<file path="src/rtl/prg_loader.sv">
// prg_loader: turns an hps_io PRG/BIN download into buffered, addressed RAM writes while holding the Z80.
// Optional LOADER_BASIC_PTR_EN: after a PRG load, patch the BASIC end-of-program pointer at PTR_ADDR.
module prg_loader #(
    parameter int unsigned FIFO_DEPTH = 8,
    parameter logic [15:0] BIN_BASE   = 16'h8995,
    parameter logic [15:0] PTR_ADDR   = 16'h83E9
) (
    input  logic        clk,
    input  logic        reset_n,
    input  logic        ioctl_download,
    input  logic [7:0]  ioctl_index,
    input  logic        ioctl_wr,
    input  logic [24:0] ioctl_addr,
    input  logic [7:0]  ioctl_data,
    output logic        ioctl_wait,
    output logic [15:0] ram_addr,
    output logic [7:0]  ram_dout,
    output logic        ram_wr,
    input  logic        ram_ack,
    output logic        cpu_hold,
    output logic [15:0] load_start,
    output logic [15:0] load_end,
    output logic        done
);
    localparam int unsigned AW = (FIFO_DEPTH > 1) ? $clog2(FIFO_DEPTH) : 1;
    localparam logic [AW:0] FULL_CNT = (AW + 1)'(FIFO_DEPTH);

    typedef enum logic [2:0] {
        IDLE,
        HDR_LO,
        HDR_HI,
        DATA,
        DRAIN,
`ifdef LOADER_BASIC_PTR_EN
        PATCH_LO,
        PATCH_HI,
`endif
        FINISH
    } state_t;

    state_t        state, state_next;
    logic          dl_q;
    logic [7:0]    hdr_lo;
    logic [15:0]   cur_addr;
    logic [23:0]   mem [FIFO_DEPTH];
    logic [AW-1:0] wr_ptr, rd_ptr;
    logic [AW:0]   count, count_next;
    logic          ovf;
    logic          rise, arm_prg, arm_bin;
    logic          full, empty, push_req, push, fifo_pop, drain_idle, hdr_abort;
    logic [23:0]   head;
`ifdef LOADER_BASIC_PTR_EN
    logic          is_prg;
    logic          patching;
`endif

    assign rise       = ioctl_download & ~dl_q;
    assign arm_prg    = (state == IDLE) && rise && (ioctl_index == 8'd1);
    assign arm_bin    = (state == IDLE) && rise && (ioctl_index == 8'd2);
    assign full       = (count == FULL_CNT);
    assign empty      = (count == '0);
    assign push_req   = (state == DATA) && ioctl_wr;
    assign drain_idle = empty && !ram_wr;
    assign head       = mem[rd_ptr];
    assign hdr_abort  = ((state == HDR_LO) || (state == HDR_HI)) && !ioctl_wr && !ioctl_download;

`ifdef LOADER_BASIC_PTR_EN
    assign patching = (state == PATCH_LO) || (state == PATCH_HI);
    // Patch writes share the RAM port but never come from the FIFO.
    assign fifo_pop = ram_wr && ram_ack && !patching;
`else
    assign fifo_pop = ram_wr && ram_ack;
`endif
    // A push is still accepted when full if the head leaves in the same cycle.
    assign push       = push_req && (!full || fifo_pop);
    assign count_next = count + (AW + 1)'(push) - (AW + 1)'(fifo_pop);

    logic unused_ok;
    assign unused_ok = &{1'b0, ioctl_addr, ovf, PTR_ADDR};

    always_ff @(posedge clk or negedge reset_n) begin
        if (!reset_n) state <= IDLE;
        else          state <= state_next;
    end

    always_comb begin
        state_next = state;
        done       = 1'b0;
        cpu_hold   = 1'b1;
        case (state)
            IDLE: begin
                cpu_hold = 1'b0;
                if (arm_prg)      state_next = HDR_LO;
                else if (arm_bin) state_next = DATA;
            end
            HDR_LO: begin
                if (ioctl_wr)             state_next = HDR_HI;
                else if (!ioctl_download) state_next = FINISH;
            end
            HDR_HI: begin
                if (ioctl_wr)             state_next = DATA;
                else if (!ioctl_download) state_next = FINISH;
            end
            DATA: begin
                if (!ioctl_download) state_next = DRAIN;
            end
            DRAIN: begin
                if (drain_idle) begin
`ifdef LOADER_BASIC_PTR_EN
                    state_next = is_prg ? PATCH_LO : FINISH;
`else
                    state_next = FINISH;
`endif
                end
            end
`ifdef LOADER_BASIC_PTR_EN
            PATCH_LO: begin
                if (ram_wr && ram_ack) state_next = PATCH_HI;
            end
            PATCH_HI: begin
                if (ram_wr && ram_ack) state_next = FINISH;
            end
`endif
            FINISH: begin
                done       = 1'b1;
                cpu_hold   = 1'b0;
                state_next = IDLE;
            end
            default: state_next = IDLE;
        endcase
    end

    always_ff @(posedge clk) begin
        if (push) mem[wr_ptr] <= {cur_addr, ioctl_data};
    end

    always_ff @(posedge clk or negedge reset_n) begin
        if (!reset_n) begin
            dl_q       <= 1'b0;
            hdr_lo     <= '0;
            cur_addr   <= '0;
            wr_ptr     <= '0;
            rd_ptr     <= '0;
            count      <= '0;
            ovf        <= 1'b0;
            ioctl_wait <= 1'b0;
            ram_addr   <= '0;
            ram_dout   <= '0;
            ram_wr     <= 1'b0;
            load_start <= '0;
            load_end   <= '0;
`ifdef LOADER_BASIC_PTR_EN
            is_prg     <= 1'b0;
`endif
        end else begin
            dl_q       <= ioctl_download;
            count      <= count_next;
            ioctl_wait <= (count_next == FULL_CNT);

            if (push_req && full && !fifo_pop) ovf <= 1'b1;

`ifdef LOADER_BASIC_PTR_EN
            if (arm_prg)      is_prg <= 1'b1;
            else if (arm_bin) is_prg <= 1'b0;
`endif
            if (arm_bin) begin
                cur_addr   <= BIN_BASE;
                load_start <= BIN_BASE;
            end
            if ((state == HDR_LO) && ioctl_wr) hdr_lo <= ioctl_data;
            if ((state == HDR_HI) && ioctl_wr) begin
                cur_addr   <= {ioctl_data, hdr_lo};
                load_start <= {ioctl_data, hdr_lo};
            end
            if (hdr_abort) begin
                load_start <= '0;
                load_end   <= '0;
            end
            if (push) begin
                wr_ptr   <= wr_ptr + AW'(1);
                cur_addr <= cur_addr + 16'd1;
            end
            if (fifo_pop) rd_ptr <= rd_ptr + AW'(1);
            if ((state == DRAIN) && drain_idle) load_end <= cur_addr;

            if (ram_wr) begin
                if (ram_ack) ram_wr <= 1'b0;
            end else if (!empty) begin
                ram_wr   <= 1'b1;
                ram_addr <= head[23:8];
                ram_dout <= head[7:0];
            end
`ifdef LOADER_BASIC_PTR_EN
            else if (state == PATCH_LO) begin
                ram_wr   <= 1'b1;
                ram_addr <= PTR_ADDR;
                ram_dout <= load_end[7:0];
            end else if (state == PATCH_HI) begin
                ram_wr   <= 1'b1;
                ram_addr <= PTR_ADDR + 16'd1;
                ram_dout <= load_end[15:8];
            end
`endif
        end
    end
endmodule

</file>
<file path="config.mk">
export PLATFORM = sky130hd
export DESIGN_NAME = prg_loader
export DESIGN_NICKNAME = d
export VERILOG_FILES = /design/src/rtl/prg_loader.sv
export SDC_FILE = /design/constraint.sdc
export NUM_CORES = 1
export LEC_CHECK = 0
export CAP_MARGIN = 15
export CORE_MARGIN = 2
export CORE_UTILIZATION = 35
export DETAILED_ROUTE_END_ITERATION = 7
export DONT_BUFFER_PORTS = 1
export MAX_ROUTING_LAYER = met4
export SLEW_MARGIN = 0
export SYNTH_ARGS = -nofsm -noshare
export SYNTH_HDL_FRONTEND = slang
export SYNTH_SLANG_ARGS = --single-unit
</file>
<file path="constraint.sdc">
create_clock -name clk -period 4.55 [get_ports clk]
set_input_delay 0.91 -clock clk [delete_from_list [all_inputs] [get_ports clk]]
set_output_delay 0.91 -clock clk [all_outputs]
set_load 0.01 [all_outputs]
</file>
-- Word-level counts from Yosys, hierarchy flattened
Memory sizes are Yosys's and may differ from the RTL's. A register that Yosys moved wholly into a read port is not among the register bits.
Index checks and enable logic that the tools add are counted.
- flip-flop bits (word level): 72
- RAM bits: 192
- bits of input ports: 46
- output and inout bits: 60
- logic and storage cells: 81
- memories: 1
- $add $sub $neg: 5
- eq/ne operators: 12
- mux-type cells: 21
- bitwise logic cells: 4
- reductions and logical operators: 27
- memory list (name ; words ; width ; read ports ; clocked after memory_dff ; write ports ; line ; RTL):
    mem ; 8 ; 24 ; 1 ; 1 ; 1 ; 45 ; logic [23:0] mem [FIFO_DEPTH];
- operators with widths (operator ; number):
    16-bit 2-to-1 mux ; 6
    3-bit 2-to-1 mux ; 7
    16-bit by 1-bit adder with 16-bit output, second input constant ; 1
    3-bit case mux with 5 select lines ; 1
    1-bit logical AND ; 12
    4-bit == test, second input constant ; 2
    8-bit by 1-bit == test with 1-bit output, second input constant ; 1
    8-bit by 2-bit == test with 1-bit output, second input constant ; 1
    1-bit 2-to-1 mux ; 7
    3-bit by 1-bit adder with 3-bit output, second input constant ; 2
    3-bit by 2-bit == test with 1-bit output, second input constant ; 2
    3-bit == test, second input constant ; 2
    3-bit nonzero test ; 2
    1-bit zero test ; 5
    4-bit by 1-bit adder with 4-bit output ; 1
    4-bit zero test ; 1
    2-bit != test, second input constant ; 2
    4-bit by 1-bit subtractor with 4-bit output ; 1
    3-bit by 1-bit == test with 1-bit output, second input constant ; 1
    3-bit zero test ; 1
    3-bit != test, second input constant ; 1
    1-bit NOT ; 3
    3-bit AND reduction ; 1
    1-bit logical OR ; 2
    4 further kinds ; 4

-- Longest topological paths before layout
- word-level depth: 7
- gate-level depth with buffers: 11
- depth with buffers taken out: 10

-- Least setup slack after synthesis
Ideal clock, no wire load.
- kind: input-to-reg
- start: in ioctl_wr
- end: mem mem[2][0], enable pin
- setup time: 0.474 ns
- arrival time: 4.215 ns
- data required time: 4.076 ns
- setup slack: -0.140 ns
- stages on the path: 5
- path buffers: 2
- cells stage by stage: buf_2 -> nand4b_2 -> a31o_1 -> clkbuf_1 -> nor4b_1
- word-level cells in the longest chain between the ends: 4
- RTL lines (element ; line ; RTL):
    from (decl) ; 12 ; input logic ioctl_wr,
    1-bit logical AND ; 62 ; assign push_req = (state == DATA) && ioctl_wr;
    1-bit logical AND ; 75 ; assign push = push_req && (!full || fifo_pop);
    1-bit 2-to-1 mux ; 134 ; if (push) mem[wr_ptr] <= {cur_addr, ioctl_data};
    1-bit 2-to-1 mux (not written as such) ; 134 ;
    to (decl) ; 45 ;
Every way passes these cells.

-- Worst setup path after layout
- start: reg state[0]
- end: out done
- word-level cells in the longest chain between the ends: 2
- RTL lines (element ; line ; RTL):
    from (decl) ; 41 ; state_t state, state_next;
    from (signal assigned) ; 83 ; else state <= state_next;
    3-bit == test ; 90 ; case (state)
    1-bit 2-to-1 mux ; 90 ;
    to (decl) ; 23 ; output logic done
Every way passes these cells.

==> impl_metrics.tcl <==
set metrics [dict create \
    worstPathRequired_ns 3.64 \
    drt_iter0_drc 467 \
    maxSlewViolCount 0 \
    path_max_fanout 8 \
    layout.cells.most_common "edfxtp_1" \
    number_of_buffers_inserted_during_clock_tree_synthesis 29 \
    detail_route.wl_per_cell_um 21.1 \
    synth-edff-count 192 \
    worst_clock_skew_ns 0.0170 \
    rr_startpoint "state[2]" \
    drv.max_cap_violation_count 0 \
    routed_wirelength_um 24700 \
    drc 0 \
    cp-end-kind "primary output" \
    most-common-layout-cells "edfxtp_1 (192), dfrtp_1 (94), nand2_1 (61), mux4_2 (48)" \
    gr-usage-all-layers 0.152 \
    grt.overflow.total 0 \
    cts_repair_resize_count 0 \
    drtAntennaViolNets 0 \
    synth_seq_cells 288 \
    crit_path_start_kind "flop" \
    mappedNetlistNets 757 \
    grt_pass1_vias 6105 \
    synth.distinct_cells 60 \
    dpl.hpwl_um 14700 \
    synth.avg_cell_area_um2 16.4 \
    final.setup.tns_ns 0 \
    clock_latency_of_the_later_clocked_register_in_the_worst_skew_pair_ns 0.56 \
    holdBufCountCts 0 \
    final_layout_size_suffix_gt1_frac 0.196 \
    detailroute.via_count 6044 \
    number_of_core_rows 66 \
    cts_max_level 1 \
    timing.final.setup_violations 0 \
    vertical_die_dimension_um 185 \
    die_area_um2 34300 \
    static-leakage-power_uw 0.00453 \
    tritoncts_clock_tree "yes" \
    critPathArrivalTime_ns 1.64 \
    numPortBuffers 0 \
    post-synth-top-area-cell "edfxtp_1" \
    sequential_share_of_the_synthesized_area 0.711 \
    grt_pass1_wl_um 37800 \
    grt_max_degree 97 \
    final_nets 762 \
    clock_pin_slew_reported_for_the_worst_setup_and_hold_paths_after_clock_tree_synthesis_ns 0.06 \
    clkSinkCount 288 \
    power.density_nw_per_um2 633 \
    ctsLongestPathBuffers 3 \
    rsz_0062_raised_after_global_routing "no" \
    transition_time_of_the_tightest_slew_check_pin_ns 1.06 \
    most_common_flop_cell_mapped_by_yosys "edfxtp_1" \
    ir_drop_uv 322 \
    synthesis.yosys.warnings 0 \
    clock-root-buffer "clkbuf_16" \
    r2r_cells 4 \
    netlist_instances 702 \
    worst_slew_margin_rel 0.291 \
    final_period_minus_worst_setup_slack_ns 2.55 \
    floorplan.initialDensity 0.354 \
    maxClockFrequency_mhz 391 \
    post-cts-setup-buffers 0 \
    drt_first_pass_iters 5 \
    post_layout_utilization_of_the_core 0.399 \
    area_delta_synth_final_pct 12.7 \
    netlist_top_cells_area "edfxtp_1 (50%), dfrtp_1 (21%), mux4_2 (9.4%)" \
    n_antenna_cell 0 \
    hold_path_class "in -> async" \
    synth_async_sr_flop_share 0.333 \
    min_period_over_period 0.561 \
    regToRegEndpoint "mem[2][5]" \
    syn-cell-area_um2 11500 \
    timing.final.hold_violations 0 \
    yosysTopAreaCellShare 0.502 \
    antenna_found_initial 0 \
    core_area_um2 32500 \
    routabilityCongestion 0.766 \
    status "completed" \
    floorplan.io_pins 106 \
    die_width_um 185 \
    route.detailed.vias_per_inst 5.16 \
    setup.reg_to_reg.worst_slack_ns 2.03 \
    critPathKind "reg -> out" \
]
[how the worst max path moves through the flow]
stage	from	endpoint	slack, ns	cells after the start
finish	state[0]	done	2.00	3
global route	rd_ptr[0]	ram_addr[10]	1.86	4
CTS	state[0]	done	1.98	3
detailed placement	ram_ack	mem[5][5]	1.86	6
global placement	ioctl_wr	mem[2][5]	1.88	4
floorplan	ioctl_wr	mem[0][0]	0.13	5
[layout make-up]
type                            count  area (um^2)
Inverter                            6         22.5
Clock buffer                       45          866
Multi-Input combinational cell    366         3130
Fill cell                        2974        19500
Timing Repair Buffer               16          120
Sequential cell                   288         8170
Clock inverter                      8         86.3
Tap cell                          442          553
[Yosys cell counts (3+ instances only)]
master / count
nand3_1: 13
nor3b_1: 3
dfrtp_1: 96
o211ai_1: 4
nor2_1: 41
buf_4: 3
and2_1: 3
xnor2_1: 7
mux4_2: 48
mux2_2: 9
nor3_1: 7
and3_1: 7
a31oi_1: 6
clkbuf_1: 11
buf_2: 19
nor4_1: 3
ha_1: 8
a21oi_1: 41
o221a_2: 4
buf_6: 5
o21ai_0: 23
o21ai_1: 8
edfxtp_1: 192
nand2_1: 61
mux2i_1: 24
a211oi_1: 3
inv_1: 5
[where the power goes]
group,internal (uW),switching (uW),leakage (uW)
Clock,1370,967,0.000474
Sequential,3370,822,0.00290
Combinational,878,787,0.00115
Total,5610,2580,0.00453
[sequential cells by signal (all words and copies together) (netlist names)]
| signal | flops |
|---|---|
| state | 3 |
| mem | 192 |
| ram_dout | 8 |
| ram_wr | 1 |
| hdr_lo | 8 |
| rd_ptr | 3 |
| count | 4 |
| dl_q | 1 |
| cur_addr | 16 |
| wr_ptr | 3 |
| load_start | 16 |
| ram_addr | 16 |
| ioctl_wait | 1 |
| load_end | 16 |
[metal layers]
metal  track usage  wire, um
met1         0.207     11100
met2         0.240     11800
met4        0.0381       506
met5             -         0
met3        0.0263      1320
[through the flow]
| step | hold WS [ns] | power [uW] | setup WS, ns | instances | cell area [um^2] |
|---|---|---|---|---|---|
| floorplan | 0.480 | 5370 | 0.132 | 702 | 11500 |
| global placement | 0.463 | 5930 | 1.88 | 1118 | 12000 |
| detailed placement | 0.494 | 5970 | 1.86 | 1118 | 12000 |
| CTS | 0.0211 | 8330 | 1.98 | 1171 | 12900 |
| global route | 0.0186 | 8650 | 1.86 | 1171 | 12900 |
| finish | 0.0446 | 8190 | 2.00 | 1171 | 12900 |
[critical path: stages (launching register included)]
cell and delay, ns:
dfrtp_1 0.55, inv_2 0.14, nor2_1 0.18, and2_1 0.22
[logic make-up (layout without fill, tap and decap cells)]
| family | count (synthesis) | after routing | synth area share |
|---|---|---|---|
| and+or+nand+nor | 156 | 156 | 0.0653 |
| AOI/OAI and AO/OA | 111 | 111 | 0.0599 |
| muxes | 81 | 81 | 0.124 |
| DFF | 288 | 288 | 0.711 |
| buffers and inverters | 48 | 75 | 0.0222 |
| xor gates and xnor gates | 9 | 9 | 0.00687 |
| adders and majority gates | 9 | 9 | 0.0105 |
No activity file was read; power rests on OpenSTA's default activity.
==> RTL edit, RTL diff (same settings) <==
Reset style: synchronous (`reset_n`), changed in 2 clocked blocks.
--- a/src/rtl/prg_loader.sv
+++ b/src/rtl/prg_loader.sv
@@ -80,3 +80,3 @@
 
-    always_ff @(posedge clk or negedge reset_n) begin
+    always_ff @(posedge clk) begin
         if (!reset_n) state <= IDLE;
@@ -136,3 +136,3 @@
 
-    always_ff @(posedge clk or negedge reset_n) begin
+    always_ff @(posedge clk) begin
         if (!reset_n) begin
Formal check against the unedited RTL: differs if reset_n is asserted again (counterexample within 4 cycles, from zero or initial values and one cycle with reset_n low); with reset_n held inactive, the same outputs for 4 cycles.
==> RTL edit against the original RTL <==
- design area down 3.2%
- setup slack got worse by 0.15 ns
- clock skew is 0.0036 ns lower
- sequential cell count is the same
- maximum frequency down 5.5%
- area after synthesis is 3.2% lower
- synthesized cell count rose by 1.0%
- wire length down 2.3%
- non-clock buffer count increased by 3
- critical path type is now flip-flop to flip-flop
- critical endpoint is now mem[7][10]
- largest cell class unchanged
Power is not compared: it rests on default switching activity, and its combinational part moved more than twofold at a synthesized area within 25%.
==> RTL edit: results (changes against the original RTL) <==
| Metric | Value |
|---|---|
| Status | finished, final reports clean (unchanged) |
| Fillers | 2876 (was 2974) |
| GRT Total Usage | 15.0% (was 15.2%) |
| Final #Nets | 773 (was 762) |
| Commonest cells in the netlist | edfxtp_1, dfxtp_1, mux4_2 (was edfxtp_1, dfrtp_1, nand2_1) |
| CP max stage delay | 0.62 ns (was 0.55 ns) |
| Drt wl/cell | 21.2 um (was 21.1 um) |
| Worst endpoint data arrival time | 2.93 ns (was 1.64 ns) |
| Worst skew pair latency | 0.54 ns (was 0.56 ns) |
| Placer Congestion | 0.773 (was 0.766) |
| Slack of the worst reg-to-reg path | 1.85 ns (was 2.03 ns) |
| First-pass GRT wire length | 36.5 mm (was 37.8 mm) |
| DR vias/cell | 5.28 (was 5.16) |
| Area Growth Syn to Fin | 12.7% (about the same) |
| Tightest Hold Check Type | primary input to flip-flop (was primary input to async pin) |
| Post-Route Skew | 0.0134 ns (was 0.0170 ns) |
| Post-synth ARST share | 0% (was 33.3%) |
| Number of global-route vias before repair | 5916 (was 6105) |
| Share of layout cells above drive strength 1 | 17.6% (was 19.6%) |
| Placed Cells | 1089 (was 1118) |
| DPL Wire Length | 15.1 mm (was 14.7 mm) |
| Critical path's top delay family | simple AND/OR/NAND/NOR gates (was flip-flops) |
| Critical path peak fanout | 18 (was 8) |
| CP max stage cell | nor2_2 (was dfrtp_1) |
| Mean Syn Cell Area | 15.7 um^2 (was 16.4 um^2) |
| DR iter-0 viols | 552 (was 467) |
| Sequential fraction of the synthesis area | 69.2% (was 71.1%) |
| Worst slew margin | 37.7% (was 29.1%) |
| Syn nets | 764 (was 757) |
| DP Area | 11600 um^2 (was 12000 um^2) |
| Largest net degree at the start of global routing | 49 (was 97) |
| Synth area leaders | edfxtp_1, dfxtp_1, mux4_2 (was edfxtp_1, dfrtp_1, mux4_2) |
| Final Non-Filler Cells | 1141 (was 1171) |
-- RTL edit: power by group --
| part | leakage (uW) | switching [uW] | total (uW) | internal, uW |
|---|---|---|---|---|
| Sequential | 0.00258 | 347 | 3360 | 3020 |
| Combinational | 0.00105 | 435 | 787 | 352 |
| Clock | 0.000431 | 938 | 2210 | 1270 |
| Total | 0.00406 | 1720 | 6360 | 4640 |
-- RTL edit: kinds of logic (layout without fill, tap and decap cells) --
group	after synthesis	in the layout	synth area share, %
and+or+nand+nor	150	150	7.07
adders and majority gates	9	9	1.08
xor gates and xnor gates	8	8	0.630
muxes	80	80	12.6
other	0	1	0
buffers and inverters	50	79	2.24
DFF	288	288	69.2
AOI/OAI and AO/OA	124	124	7.20
-- RTL edit: final cells by class --
| class | instances | share of cell area [%] |
|---|---|---|
| sequential | 288 | 61.4 |
| multi-input combinational | 371 | 25.9 |
| clock buffer | 34 | 5.94 |
| tap | 402 | 4.01 |
| timing repair buffer | 19 | 1.44 |
| clock inverter | 17 | 1.06 |
| inverter | 9 | 0.270 |
| antenna | 1 | 0.0200 |
-- RTL edit: layer usage --
metal	vias to the layer above	track usage, %	routed length, um
li1	2787	-	-
met1	3046	20.3	11100
met2	159	23.3	11200
met3	35	3.39	1440
met4	0	3.32	476
met5	-	-	0
-- RTL edit: metrics by stage --
step / setup slack [ns] / hold slack [ns]
detailed placement: 1.54 / 0.484
global placement: 1.52 / 0.473
global route: 1.69 / 0.434
floorplan: 0.0332 / 0.447
CTS: 1.79 / 0.437
finish: 1.85 / 0.469
-- RTL edit: final timing paths --
| path | startpoint | endpoint | depth (start not counted) |
|---|---|---|---|
| worst max-delay path | ram_wr | mem[7][10] | 6 |
| worst min-delay path | ioctl_data[4] | mem[6][4] | 0 |
| worst max register to register | ram_wr | mem[7][10] | 6 |
| worst min register to register | hdr_lo[5] | hdr_lo[5] | 2 |
